--- config.mk ---
export PLATFORM = sky130hd
export DESIGN_NAME = xadac_slv_engine_flat
export DESIGN_NICKNAME = d
export VERILOG_FILES = /design/src/rtl/xadac_pkg.sv /design/src/rtl/xadac_if.sv /design/src/rtl/xadac_rsp_fifo.sv /design/src/rtl/xadac_slv_engine.sv /design/src/flat_wrapper.sv
export SDC_FILE = /design/constraint.sdc
export NUM_CORES = 1
export LEC_CHECK = 0
export ABC_AREA = 1
export CAP_MARGIN = 10
export CORE_ASPECT_RATIO = 0.75
export CORE_MARGIN = 2
export CORE_UTILIZATION = 45
export CTS_CLUSTER_DIAMETER = 120
export DETAILED_ROUTE_END_ITERATION = 7
export DONT_BUFFER_PORTS = 1
export MAX_ROUTING_LAYER = met4
export SLEW_MARGIN = 10
export SYNTH_ARGS = -nofsm -noshare
export SYNTH_HDL_FRONTEND = slang
export SYNTH_SLANG_ARGS = --single-unit
export TNS_END_PERCENT = 1
--- constraint.sdc ---
create_clock -name clk_i -period 4.05 [get_ports clk_i]
set_input_delay 0.2025 -clock clk_i [delete_from_list [all_inputs] [get_ports clk_i]]
set_output_delay 0.2025 -clock clk_i [all_outputs]
set_load 0.01 [all_outputs]
--- src/rtl/xadac_pkg.sv ---
// Shared types and functions for the xadac coprocessor protocol.
// DecReqT/DecRspT carry the decode handshake; ExeReqT/ExeRspT carry execution.
// decode() claims custom-0 opcodes; execute() implements a small ALU selected by op.
package xadac_pkg;

  localparam int unsigned XadacDefLatency = 3;
  localparam logic [6:0]  XadacOpcode     = 7'h0B;

  typedef struct packed {
    logic [31:0] instr;
  } DecReqT;

  typedef struct packed {
    logic       accept;
    logic [2:0] op;
    logic [4:0] rd;
  } DecRspT;

  typedef struct packed {
    logic [2:0]  op;
    logic [4:0]  rd;
    logic [31:0] rs1;
    logic [31:0] rs2;
  } ExeReqT;

  typedef struct packed {
    logic [4:0]  rd;
    logic [31:0] data;
  } ExeRspT;

  // Foreign opcodes decode to all-zero (not accepted).
  function automatic DecRspT decode(DecReqT req);
    DecRspT rsp;
    rsp = '0;
    if (req.instr[6:0] == XadacOpcode) begin
      rsp.accept = 1'b1;
      rsp.op     = req.instr[14:12];
      rsp.rd     = req.instr[11:7];
    end
    return rsp;
  endfunction

  function automatic ExeRspT execute(ExeReqT req);
    ExeRspT rsp;
    rsp.rd = req.rd;
    unique case (req.op)
      3'd0:    rsp.data = req.rs1 + req.rs2;
      3'd1:    rsp.data = req.rs1 - req.rs2;
      3'd2:    rsp.data = req.rs1 ^ req.rs2;
      3'd3:    rsp.data = req.rs1 & req.rs2;
      3'd4:    rsp.data = req.rs1 | req.rs2;
      3'd5:    rsp.data = req.rs1 << req.rs2[4:0];
      3'd6:    rsp.data = req.rs1 >> req.rs2[4:0];
      default: rsp.data = 32'(req.rs1[15:0]) * 32'(req.rs2[15:0]);
    endcase
    return rsp;
  endfunction

endpackage

--- src/rtl/xadac_if.sv ---
// xadac protocol bundle: decode and execute request/response channels,
// each a valid/ready handshake. mst = core side, slv = coprocessor side.
interface xadac_if;
  import xadac_pkg::*;

  logic   dec_req_valid;
  logic   dec_req_ready;
  DecReqT dec_req;
  logic   dec_rsp_valid;
  logic   dec_rsp_ready;
  DecRspT dec_rsp;

  logic   exe_req_valid;
  logic   exe_req_ready;
  ExeReqT exe_req;
  logic   exe_rsp_valid;
  logic   exe_rsp_ready;
  ExeRspT exe_rsp;

  modport slv (
    input  dec_req_valid, dec_req, dec_rsp_ready,
    output dec_req_ready, dec_rsp_valid, dec_rsp,
    input  exe_req_valid, exe_req, exe_rsp_ready,
    output exe_req_ready, exe_rsp_valid, exe_rsp
  );

  modport mst (
    output dec_req_valid, dec_req, dec_rsp_ready,
    input  dec_req_ready, dec_rsp_valid, dec_rsp,
    output exe_req_valid, exe_req, exe_rsp_ready,
    input  exe_req_ready, exe_rsp_valid, exe_rsp
  );

endinterface

--- src/rtl/xadac_rsp_fifo.sv ---
// Response FIFO, no fall-through: data pushed while empty is readable next cycle.
// Ports: clk_i/rst_ni, push+wdata, pop, rdata (head), full, empty, count.
// Pointers wrap at DEPTH so non-power-of-2 depths are legal.
module xadac_rsp_fifo #(
  parameter int unsigned DEPTH = 4,
  parameter type         T     = logic,
  localparam int unsigned PtrW = (DEPTH > 1) ? $clog2(DEPTH) : 1,
  localparam int unsigned CntW = $clog2(DEPTH + 1)
) (
  input  logic            clk_i,
  input  logic            rst_ni,
  input  logic            push,
  input  T                wdata,
  input  logic            pop,
  output T                rdata,
  output logic            full,
  output logic            empty,
  output logic [CntW-1:0] count
);

  localparam logic [PtrW-1:0] LastIdx = PtrW'(DEPTH - 1);

  T                mem_q [DEPTH];
  logic [PtrW-1:0] wr_ptr_q, rd_ptr_q;
  logic [CntW-1:0] cnt_q;

  assign full  = (cnt_q == CntW'(DEPTH));
  assign empty = (cnt_q == '0);
  assign count = cnt_q;
  assign rdata = mem_q[rd_ptr_q];

  always_ff @(posedge clk_i or negedge rst_ni) begin
    if (!rst_ni) begin
      wr_ptr_q <= '0;
      rd_ptr_q <= '0;
      cnt_q    <= '0;
    end else begin
      if (push) wr_ptr_q <= (wr_ptr_q == LastIdx) ? '0 : wr_ptr_q + PtrW'(1);
      if (pop)  rd_ptr_q <= (rd_ptr_q == LastIdx) ? '0 : rd_ptr_q + PtrW'(1);
      if (push && !pop)      cnt_q <= cnt_q + CntW'(1);
      else if (!push && pop) cnt_q <= cnt_q - CntW'(1);
    end
  end

  // Storage needs no reset; validity is tracked by cnt_q.
  always_ff @(posedge clk_i) begin
    if (push) mem_q[wr_ptr_q] <= wdata;
  end

  a_no_push_full: assert property (@(posedge clk_i) disable iff (!rst_ni) !(push && full));

endmodule

--- src/rtl/xadac_slv_engine.sv ---
// Slave end of the xadac protocol. Decode requests get a one-cycle registered
// decode() result; execute requests flow through LATENCY-1 stage registers into
// a response FIFO. exe_req_ready is credit-based on occupancy so a result always
// finds a FIFO slot. Ports: clk_i, rst_ni, slv (xadac_if.slv), busy_o.
module xadac_slv_engine
  import xadac_pkg::*;
#(
  parameter int unsigned LATENCY = XadacDefLatency,
  parameter int unsigned DEPTH   = 4
) (
  input  logic   clk_i,
  input  logic   rst_ni,
  xadac_if.slv   slv,
  output logic   busy_o
);

  localparam int unsigned OccW = $clog2(DEPTH + 1);

  // Decode path
  logic   dec_vld_q, dec_acc;
  DecRspT dec_rsp_q;

  assign slv.dec_req_ready = rst_ni && (!dec_vld_q || slv.dec_rsp_ready);
  assign dec_acc           = slv.dec_req_valid && slv.dec_req_ready;
  assign slv.dec_rsp_valid = dec_vld_q;
  assign slv.dec_rsp       = dec_rsp_q;

  always_ff @(posedge clk_i or negedge rst_ni) begin
    if (!rst_ni) begin
      dec_vld_q <= 1'b0;
      dec_rsp_q <= '0;
    end else if (dec_acc) begin
      dec_vld_q <= 1'b1;
      dec_rsp_q <= decode(slv.dec_req);
    end else if (slv.dec_rsp_ready) begin
      dec_vld_q <= 1'b0;
    end
  end

  // Exe path
  logic [OccW-1:0] occ_q, occ_d, inflight, fifo_cnt;
  logic            exe_acc, exe_pop, push, fifo_full, fifo_empty;
  ExeRspT          push_data;

  // Same-cycle pop is deliberately not credited: keeps ready off exe_rsp_ready.
  assign slv.exe_req_ready = rst_ni && (occ_q < OccW'(DEPTH));
  assign exe_acc           = slv.exe_req_valid && slv.exe_req_ready;
  assign exe_pop           = slv.exe_rsp_valid && slv.exe_rsp_ready;
  assign slv.exe_rsp_valid = !fifo_empty;

  if (LATENCY > 1) begin : g_pipe
    localparam int unsigned NStg = LATENCY - 1;
    logic [NStg-1:0] vld_q;
    ExeRspT          res_q [NStg];

    always_ff @(posedge clk_i or negedge rst_ni) begin
      if (!rst_ni) begin
        vld_q <= '0;
        for (int i = 0; i < NStg; i++) res_q[i] <= '0;
      end else begin
        vld_q[0] <= exe_acc;
        if (exe_acc) res_q[0] <= execute(slv.exe_req);
        for (int i = 1; i < NStg; i++) begin
          vld_q[i] <= vld_q[i-1];
          if (vld_q[i-1]) res_q[i] <= res_q[i-1];
        end
      end
    end

    assign push      = vld_q[NStg-1];
    assign push_data = res_q[NStg-1];
    assign inflight  = OccW'($countones(vld_q));
  end else begin : g_direct
    assign push      = exe_acc;
    assign push_data = execute(slv.exe_req);
    assign inflight  = '0;
  end

  xadac_rsp_fifo #(
    .DEPTH (DEPTH),
    .T     (ExeRspT)
  ) u_fifo (
    .clk_i  (clk_i),
    .rst_ni (rst_ni),
    .push   (push),
    .wdata  (push_data),
    .pop    (exe_pop),
    .rdata  (slv.exe_rsp),
    .full   (fifo_full),
    .empty  (fifo_empty),
    .count  (fifo_cnt)
  );

  always_comb begin
    occ_d = occ_q;
    if (exe_acc && !exe_pop)      occ_d = occ_q + OccW'(1);
    else if (!exe_acc && exe_pop) occ_d = occ_q - OccW'(1);
  end

  always_ff @(posedge clk_i or negedge rst_ni) begin
    if (!rst_ni) occ_q <= '0;
    else         occ_q <= occ_d;
  end

  assign busy_o = dec_vld_q || (occ_q != '0);

  a_occ_consistent: assert property (@(posedge clk_i) disable iff (!rst_ni)
    int'(occ_q) == int'(inflight) + int'(fifo_cnt));
  a_rsp_stable: assert property (@(posedge clk_i) disable iff (!rst_ni)
    (slv.exe_rsp_valid && !slv.exe_rsp_ready) |=> (slv.exe_rsp_valid && $stable(slv.exe_rsp)));
  a_full_no_credit: assert property (@(posedge clk_i) disable iff (!rst_ni)
    fifo_full |-> !slv.exe_req_ready);

endmodule
--- src/flat_wrapper.sv ---
// flat-port wrapper written by rule: the top's interface ports become plain ports
module xadac_slv_engine_flat import xadac_pkg::*;
#(
  parameter int unsigned LATENCY = XadacDefLatency,
  parameter int unsigned DEPTH   = 4
)
  (clk_i, rst_ni, busy_o, slv_dec_req_valid, slv_dec_req, slv_dec_rsp_ready, slv_dec_req_ready, slv_dec_rsp_valid, slv_dec_rsp, slv_exe_req_valid, slv_exe_req, slv_exe_rsp_ready, slv_exe_req_ready, slv_exe_rsp_valid, slv_exe_rsp);
  xadac_if slv_i ();
  input  logic clk_i;
  input  logic rst_ni;
  output logic busy_o;
  input wire logic [$bits(slv_i.dec_req_valid)-1:0] slv_dec_req_valid;
  input wire logic [$bits(slv_i.dec_req)-1:0] slv_dec_req;
  input wire logic [$bits(slv_i.dec_rsp_ready)-1:0] slv_dec_rsp_ready;
  output wire logic [$bits(slv_i.dec_req_ready)-1:0] slv_dec_req_ready;
  output wire logic [$bits(slv_i.dec_rsp_valid)-1:0] slv_dec_rsp_valid;
  output wire logic [$bits(slv_i.dec_rsp)-1:0] slv_dec_rsp;
  input wire logic [$bits(slv_i.exe_req_valid)-1:0] slv_exe_req_valid;
  input wire logic [$bits(slv_i.exe_req)-1:0] slv_exe_req;
  input wire logic [$bits(slv_i.exe_rsp_ready)-1:0] slv_exe_rsp_ready;
  output wire logic [$bits(slv_i.exe_req_ready)-1:0] slv_exe_req_ready;
  output wire logic [$bits(slv_i.exe_rsp_valid)-1:0] slv_exe_rsp_valid;
  output wire logic [$bits(slv_i.exe_rsp)-1:0] slv_exe_rsp;
  assign slv_i.dec_req_valid = slv_dec_req_valid;
  assign slv_i.dec_req = slv_dec_req;
  assign slv_i.dec_rsp_ready = slv_dec_rsp_ready;
  assign slv_dec_req_ready = slv_i.dec_req_ready;
  assign slv_dec_rsp_valid = slv_i.dec_rsp_valid;
  assign slv_dec_rsp = slv_i.dec_rsp;
  assign slv_i.exe_req_valid = slv_exe_req_valid;
  assign slv_i.exe_req = slv_exe_req;
  assign slv_i.exe_rsp_ready = slv_exe_rsp_ready;
  assign slv_exe_req_ready = slv_i.exe_req_ready;
  assign slv_exe_rsp_valid = slv_i.exe_rsp_valid;
  assign slv_exe_rsp = slv_i.exe_rsp;
  xadac_slv_engine #(.LATENCY(LATENCY), .DEPTH(DEPTH)) u_core (.clk_i(clk_i), .rst_ni(rst_ni), .slv(slv_i), .busy_o(busy_o));
endmodule
======== After elaboration in Yosys (flattened, before gate mapping) ========
Memory sizes are Yosys's and may differ from the RTL's.
Cells that the tools add are included.
cells by class
  multiply operators ...................... 1
  shift-type cells ........................ 2
  equal/unequal tests ..................... 9
  reduce and logical (&&, ||, !) cells .... 22
  bitwise gates (word level) .............. 3
  $add $sub $neg .......................... 8
  muxes and demuxes ....................... 12
  $lt $le $gt $ge ......................... 1
operators by type and width
  kind                                                 number
  one-hot mux 32 bit (7 select lines)                  1
  adder 32 bit                                         1
  bitwise AND 32 bit                                   1
  multiplier 16 x 16 -> 32 bit                         1
  OR 32 bit                                            1
  << shifter 32 x 5 -> 32 bit                          1
  right shift 32 x 5 -> 32 bit                         1
  subtractor 32 bit                                    1
  XOR 32 bit                                           1
  two-way mux 3 bit                                    4
  equality test 3 bit, second input constant           3
  logical AND 1 bit                                    9
  two-way mux 9 bit                                    1
  equality test 7 x 4 -> 1 bit, second input constant  1
  adder 3 x 1 -> 3 bit, second input constant          2
  equality test 3 x 2 -> 1 bit, second input constant  2
  zero test 3 bit                                      2
  nonzero test 2 bit                                   3
  subtractor 3 x 1 -> 3 bit, second input constant     2
  zero test 1 bit                                      5
  adder 2 x 1 -> 2 bit, second input constant          2
  equality test 2 bit, second input constant           2
  two-way mux 1 bit                                    4
  two-way mux 2 bit                                    2
  other kinds (4)                                      5
word-level totals
  bits in writable memories ............... 148
  register bits after elaboration ......... 96
  memories kept ........................... 1
  bits of input ports ..................... 110
  word-level logic and storage cells ...... 72
  output and inout port bits .............. 51
memories
  name                 words  bits a word  rd ports  clocked after memory_dff  write ports  RTL line              source
  u_core.u_fifo.mem_q  4      37           1         0                         1            xadac_rsp_fifo.sv:23  T mem_q [DEPTH];

======== Depth between registers and ports, before layout ========
Gate-level depths: netlist of the first run.
  depth in word-level cells ............... 7
  depth in mapped cells ................... 30
  gate-level depth less buffers ........... 28

======== By module ========
Synthesis of the first run repeated with hierarchy kept, for this count alone.
second synthesis, totals
  cells, all modules ...................... 3768
  area total of the unflattened synthesis .. 27361.2 sq um
by module, submodules not included
  module            area each (sq um)  cells an instance  seq. area each (sq um)  times used
  xadac_slv_engine  21035.2            3284               2227.1                  1
  xadac_rsp_fifo    6326.1             484                4619.4                  1

======== Least setup slack after synthesis of the first run ========
OpenSTA, ideal clock, no wires.
  kind .................................... input to register
  start ................................... in slv_exe_req[2]
  end ..................................... reg u_core.g_pipe.res_q[54] in the netlist's numbering
  library setup time ...................... 0.113 ns
  slack ................................... -1.687 ns
  path buffers ............................ 4
  cell stages on the path ................. 27
  arrival time ............................ 5.624 ns
  required time ........................... 3.937 ns
  cell sequence ........................... buf_2 -> clkbuf_1 -> buf_2 -> buf_1 -> nand2_1 -> fa_1 -> fa_1 -> fa_1 -> fa_1 -> inv_1 -> fa_1 -> inv_1 -> fa_1 -> inv_1 -> ha_1 -> nand2_1 -> inv_1 -> a21oi_1 -> nand3_1 -> nand2_1 -> nand2_1 -> nand2_1 -> nand2_1 -> a21oi_1 -> nand3_1 -> nand2_1 -> inv_1
between the ends
  cells in the longest elaborated chain, start to end .. 2
  elaborated cells between the ends (all ways) .. 6
  those cells by class .................... add/sub (2); mul (1); shift (2); mux (1)
ends and longest elaborated chain
  what                                                        RTL line                source
  from (decl)                                                 flat_wrapper.sv:19      input wire logic [$bits(slv_i.exe_req)-1:0] slv_exe_req;
  multiplier 16 x 16 -> 32 bit, or another cell as far along  xadac_pkg.sv:54         default: rsp.data = 32'(req.rs1[15:0]) * 32'(req.rs2[15:0]);
  one-hot mux 32 bit (7 select lines) (*)                     xadac_pkg.sv:46         unique case (req.op)
  to (signal, indexed assignment)                             xadac_slv_engine.sv:65  if (vld_q[i-1]) res_q[i] <= res_q[i-1];
  to (decl)                                                   xadac_slv_engine.sv:54  ExeRspT res_q [NStg];
Every way passes the cells marked *; elsewhere a longest branch is shown, timed or not.
A chain may end at the register's enable or synchronous reset.

======== Worst setup path in the final report of the first run ========
  start ................................... in slv_exe_req[46]
  end ..................................... reg u_core.g_pipe.res_q[56] in the netlist's numbering
Same word-level chain as after synthesis.

==> out/metrics.cfg, run 1 <==
[status]
status = complete, but fails checks
violations = setup timing

[die]
ios = 161
fp.dieH_um = 215
core_sq_um = 58800
die_area_sq_um = 61200
row_count = 77
initial_core_util_pct = 45.3
dieWidth_um = 285

[synth]
ys_seq_area_share_pct = 25.7
async_flop_share_pct = 39.3
ys.flop_type = edfxtp_1
syn_area_per_cell_sq_um = 7.27
synthDominantCellAreaShare_pct = 16.7
ys_top_cells_by_area = edfxtp_1 (17%), fa_1 (15%), nand2_1 (15%), ha_1 (9.8%), inv_1 (9.2%)
synth_edf_count = 148
netlist_area_sq_um = 26600
synthCells = 3663
yosysUniqueCellTypes = 50
syn_nets = 4178
yosysMostFrequentCell = nand2_1
ys_top_cells_by_count = nand2_1 (1044), inv_1 (656), nand3_1 (360), nor2_1 (248), ha_1 (208)
yosysWarnings = 0
ys_ff_latch = 244
yosysTopAreaCell = edfxtp_1

[sta]
worstMarginPinSlew_ns = 0.920
layout_setup_ws_ns = -0.421
whs_ns = 0.0393
finClkSkew_ns = 0.00930
grt_setup_unrepaired = yes
period_minus_slack_ns = 4.47
setup_viol = 23
maxSlewViolCount = 0
fin_crit_sh_pct = 110
hold_viol_final = 0
fmax_mhz = 224
relSlewSlack_pct = 38.5

[clock_tree]
htreeDepth = 1
path_clk_slew_ns = 0.07
cts_sinks = 244
cts_root_buffer = clkbuf_16
worstSkewPairLatency_ns = 0.52
clock_path_buffers = 3
cts_tree = yes
numCtsBuffers = 22

[critical_path]
end_kind = register
cp_top_family = adder cells
crit_type = in2reg
path_max_fanout = 19
crit_cells = 26
cp_slowest_stage_delay_ns = 0.53
cp.arrival_ns = 4.89
path_buf_inv = 9
crit_path_start = slv_exe_req[46]
crit_path_start_kind = primary input
r2r-start = u_core.slv.dec_rsp_valid
slowest_stage = fa_1
worstPathRequired_ns = 4.47
r2r_cells = 8

[placement]
dp_cells = 4396
postPlaceCellArea_sq_um = 28000
dp_hpwl_mm = 67.5
gp_congestion = 1.01
portBuffers = 0

[finish]
nets = 4175
nFillCells = 5887
syn2layout_area_growth_pct = 10.4
stdcell_area_sq_um = 29400
final_core_util_pct = 50.0
drive_above_1_share_pct = 9.06
stdcell_count = 4469

[routing]
wirelength_mm = 89.8
vias_per_cell = 5.38
first_iter_violations = 2437
first_pass_iters = 6
drcViolationCount = 0
vias = 24021
ant_nets = 0
wire_per_inst_um = 20.1

[power]
ir_worst_vdd_uv = 1190
p_leak_nw = 15.2
power.density_nw_per_um2 = 878

[job]
max_cap_viol_count = 0

[global_route]
grt_antenna_before_repair = 4
grt_pass1_vias = 23275
grt_first_pass_wirelength_mm = 140
overflow = 0
grt_start_max_net_pins = 97
grt_usage_pct = 30.3

[min_path]
hp-start = slv_exe_rsp_ready
hp-class = in2reg
whs_path_depth = 2

[area by class of cell]
class | count | area (sq um) | share of cell area (%)
Inverter | 661 | 2480 | 8.44
Sequential cell | 244 | 6850 | 23.3
Multi-Input combinational cell | 2593 | 17200 | 58.6
Clock inverter | 6 | 63.8 | 0.217
Tap cell | 790 | 988 | 3.36
Antenna cell | 3 | 7.51 | 0.0255
Timing Repair Buffer | 138 | 1120 | 3.82
Clock buffer | 34 | 657 | 2.23
[worst paths after layout]
check / end / slack [ns]
max: u_core.g_pipe.res_q[56] / -0.42
min: u_core.u_fifo.rd_ptr_q[0] / 0.04
max reg2reg: u_core.slv.dec_rsp[3] / 1.73
min reg2reg: u_core.g_pipe.res_q[60] / 0.48
max in group asynchronous: u_core.g_pipe.vld_q[0] / 3.33
min in group asynchronous: u_core.g_pipe.res_q[6] / 0.25
[logic make-up (layout without fill, tap and decap cells)]
logic type,after synthesis,in the layout,share of synthesized area (%)
simple gates,1737,1737,27.1
buf+inv,826,839,11.9
fa+ha+maj,405,405,24.6
compound gates,374,374,7.95
flops,244,244,25.7
xor+xnor,51,51,1.68
mux,26,26,1.09
other cells,0,3,0
[placed cells by master (no fill, tap or decap), types with 99 or more instances in the layout]
cell type,netlist,routed
a21oi_1,111,99
fa_1,197,187
nand2_1,1044,1018
o21ai_0,146,144
ha_1,208,190
inv_1,656,625
edfxtp_1,148,148
nor2_1,248,226
nand3_1,360,348
buf_4,3,111
[layer usage]
layer	part of all wire (%)	wire length (um)	GRT usage (%)
met5	0	0	-
met4	2.2	1990	6.32
met3	7.5	6720	4.10
met2	43	39000	45.4
met1	47	42200	44.1
[report_power, final]
group          total, W  internal [W]  switching, W
clock network   0.00210       0.00119      0.000913
registers       0.00373       0.00335      0.000385
logic            0.0200       0.00826        0.0117
[state kept, by name (all words and copies together) (netlist names)]
name / cells
u_core.u_fifo.mem_q: 148
u_core.g_pipe.res_q: 74
u_core.slv.dec_rsp: 9
u_core.occ_q: 3
u_core.u_fifo.count: 3
u_core.g_pipe.vld_q: 2
u_core.u_fifo.rd_ptr_q: 2
u_core.u_fifo.wr_ptr_q: 2
u_core.slv.dec_rsp_valid: 1
[through the flow]
stage          worst slack (ns)  total power, W  TNS [ns]
2_1_floorplan            -0.995          0.0154    -21.61
4_1_cts                  -0.427          0.0255     -8.23
3_5_place_dp              -1.10          0.0216    -23.40
5_1_grt                  -0.627          0.0281    -13.02
3_3_place_gp              -1.07          0.0216    -22.69
6_report                 -0.421          0.0258     -8.23
[worst register-to-register path, stage by stage (launching register included)]
cell           delay, ns
dfrtp_1             0.40
inv_1               0.09
nor2_1              0.09
nor2_1              0.09
nand2_1             0.33
clkinv_1            0.39
nand3_1             0.20
dlygate4sd3_1       0.58
nand2_1             0.05
[repair_timing]
item,4_1_cts,5_1_grt
hold endpoints to repair,111,0
hold buffers,26,0
pin swaps,60,65
buffers inserted,3,1
setup endpoints to repair,24,24
resized for setup,64,41
No activity file was read; power rests on OpenSTA's default activity.
==> run 2, diff against run 1 <==
--- a/config.mk
+++ b/config.mk
@@ -7,7 +7,7 @@
 export LEC_CHECK = 0
 export ABC_AREA = 1
 export CAP_MARGIN = 10
-export CORE_ASPECT_RATIO = 0.75
+export CORE_ASPECT_RATIO = 0.7
 export CORE_MARGIN = 2
 export CORE_UTILIZATION = 45
 export CTS_CLUSTER_DIAMETER = 120
==> run 2 against run 1 <==
Critical endpoint is now u_core.g_pipe.res_q[67]. The flow still finishes with violations (setup timing). Non-clock buffer count shrank 2. Cell count about the same. Design area fell by 0.35%.
==> out/metrics.cfg, run 2 (same netlist as run 1, synthesis figures left out) <==
[finish]
mostFrequentLayoutCells = nand2_1 (1020), inv_1 (643), nand3_1 (353)
largest_reg_flops = 148  ; unchanged
top_register = u_core.u_fifo.mem_q
syn2layout_area_growth_pct = 10.0
nets = 4173  ; -0.048%
final_core_util_pct = 50.2  ; +0.12 points
final_common_cell = nand2_1
drive_above_1_share_pct = 8.22  ; -0.84 points
antenna_cells = 0  ; -3

[placement]
dp_hpwl_mm = 67.9  ; +0.52%
portBuffers = 0  ; unchanged
gp_congestion = 1.01  ; -0.24%

[global_route]
grt_first_pass_wirelength_mm = 140  ; +0.30%
grt_start_max_net_pins = 97  ; unchanged
overflow = 0  ; unchanged
grt_pass1_vias = 23220  ; -0.24%
grt_antenna_before_repair = 1  ; -3
grt_usage_pct = 30.6  ; +0.27 points

[critical_path]
end_kind = register
crit_path_start_kind = primary input
cp.arrival_ns = 4.91  ; +0.02 ns
worstPathRequired_ns = 4.46  ; about the same
crit_type = in2reg
path_max_fanout = 18  ; -1

[power]
power.density_nw_per_um2 = 865  ; -1.5%
p_leak_nw = 15.2  ; about the same
ir_worst_vdd_uv = 1240  ; +3.9%

[clock_tree]
htreeDepth = 1  ; unchanged
cts_setup_buffers = 0  ; -3
cts_root_buffer = clkbuf_16
numCtsBuffers = 22  ; unchanged
path_clk_slew_ns = 0.07  ; about the same
cts_tree = yes
clock_path_buffers = 3  ; unchanged
cts_sinks = 244  ; unchanged
worstSkewPairLatency_ns = 0.52  ; about the same

[sta]
setup_viol = 24  ; +4.3%
relSlewSlack_pct = 33.8  ; -4.7 points
fmax_mhz = 223  ; -0.49%
worstMarginPinSlew_ns = 0.985  ; +0.0650 ns
whs_ns = 0.0135  ; -0.0258 ns
hold_viol_final = 0  ; unchanged
finClkSkew_ns = 0.0153  ; +0.00603 ns
maxSlewViolCount = 0  ; unchanged
grt_setup_unrepaired = yes
period_minus_slack_ns = 4.49  ; +0.0222 ns
fin_crit_sh_pct = 111  ; +0.55 points
layout_setup_ws_ns = -0.444  ; -0.0222 ns

[die]
fp.dieH_um = 208  ; -3.3%
row_count = 74  ; -3.9%
initial_core_util_pct = 45.6  ; +0.27 points
die_area_sq_um = 61200  ; about the same
ios = 161  ; unchanged
core_sq_um = 58400  ; -0.59%
dieWidth_um = 295  ; +3.5%

[routing]
wire_per_inst_um = 20.2  ; +0.35%
first_pass_iters = 8  ; +2
wl_met2_mm = 38.1  ; -2.2%
first_iter_violations = 2594  ; +6.4%
vias = 24092  ; +0.30%
top_layer_used = met4
wl_met1_mm = 42.2  ; +0.17%
ant_nets = 0  ; unchanged
wirelength_mm = 90.2  ; +0.42%
routed-wl-met3_mm = 7.63  ; +14%
vias_per_cell = 5.39  ; +0.23%
drcViolationCount = 0  ; unchanged

[status]
status = complete, but fails checks
violations = setup timing

[job]
max_cap_viol_count = 0  ; unchanged

[min_path]
hp-class = in2reg

[run 2: cell types whose count changed in the layout (fill, tap and decap cells not counted), moves of 4 or more]
cell / change
ha_1: +4
nand3_1: +5
clkbuf_8: -4
nand3_2: -5
inv_2: -18
inv_1: +18
[run 2: worst paths after layout]
kind	startpoint	to	slack, ns	depth (start not counted)
max reg2reg	u_core.slv.dec_rsp_valid	u_core.slv.dec_rsp[0]	1.69	8
min in group asynchronous	rst_ni	u_core.g_pipe.res_q[43]	0.28	2
max	slv_exe_req[6]	u_core.g_pipe.res_q[67]	-0.44	23
max in group asynchronous	rst_ni	u_core.g_pipe.vld_q[0]	3.29	2
min	slv_exe_rsp_ready	u_core.u_fifo.rd_ptr_q[0]	0.01	2
min reg2reg	u_core.g_pipe.res_q[68]	u_core.g_pipe.res_q[68]	0.48	2
[run 2: critical path, cell delays in order]
cell and delay (ns):
ha_4 0.15, fa_1 0.51, inv_1 0.05, fa_1 0.47
fa_1 0.49, inv_1 0.05, fa_1 0.47, fa_1 0.51
inv_1 0.05, fa_1 0.52, inv_2 0.06, ha_4 0.27
nand2_4 0.10, inv_1 0.05, a21oi_2 0.19, nand3_2 0.13
buf_4 0.15, nand2_1 0.08, nand3_1 0.08, nand3_1 0.09
nand2_1 0.07, nor2_2 0.12, nor2_1 0.05
[run 2: timing repair]
| item | in CTS | in global routing |
|---|---|---|
| endpoints found under the setup margin | 23 | 24 |
| hold buffers | 26 | 0 |
| hold endpoints to repair | 111 | 0 |
| pin swaps | 50 | 14 |
| gates resized for setup | 51 | 24 |
[run 2: per-stage QoR]
step           instances  setup TNS, ns  power, W  setup WS, ns  area [sq um]
5_1_grt             4472         -13.10    0.0279        -0.672         29300
2_1_floorplan       3663         -21.61    0.0154        -0.995         27000
3_5_place_dp        4406         -22.92    0.0216         -1.09         28000
4_1_cts             4472          -7.61    0.0248        -0.434         29200
6_report            4472          -7.95    0.0253        -0.444         29300
3_3_place_gp        4406         -22.11    0.0216         -1.06         28000
[run 2: final cells by class]
| type | instances | area, sq um |
|---|---|---|
| fill | 5882 | 29100 |
| multi-input combinational | 2593 | 17200 |
| sequential | 244 | 6850 |
| inverter | 661 | 2480 |
| timing repair buffer | 136 | 1100 |
| tap | 798 | 998 |
| clock buffer | 27 | 569 |
| clock inverter | 13 | 118 |
[run 2: routing by layer]
metal	up-vias	GRT usage (%)
met5	-	-
met4	0	6.35
met3	137	4.61
met2	968	44.0
met1	11487	45.5
li1	11500	-
[run 2: where the power goes]
part	leakage (nW)	internal, W	switching, W
combinational	12.4	0.00802	0.0116
sequential	2.50	0.00335	0.000393
clock	0.335	0.00109	0.000947
total	15.2	0.0125	0.0129
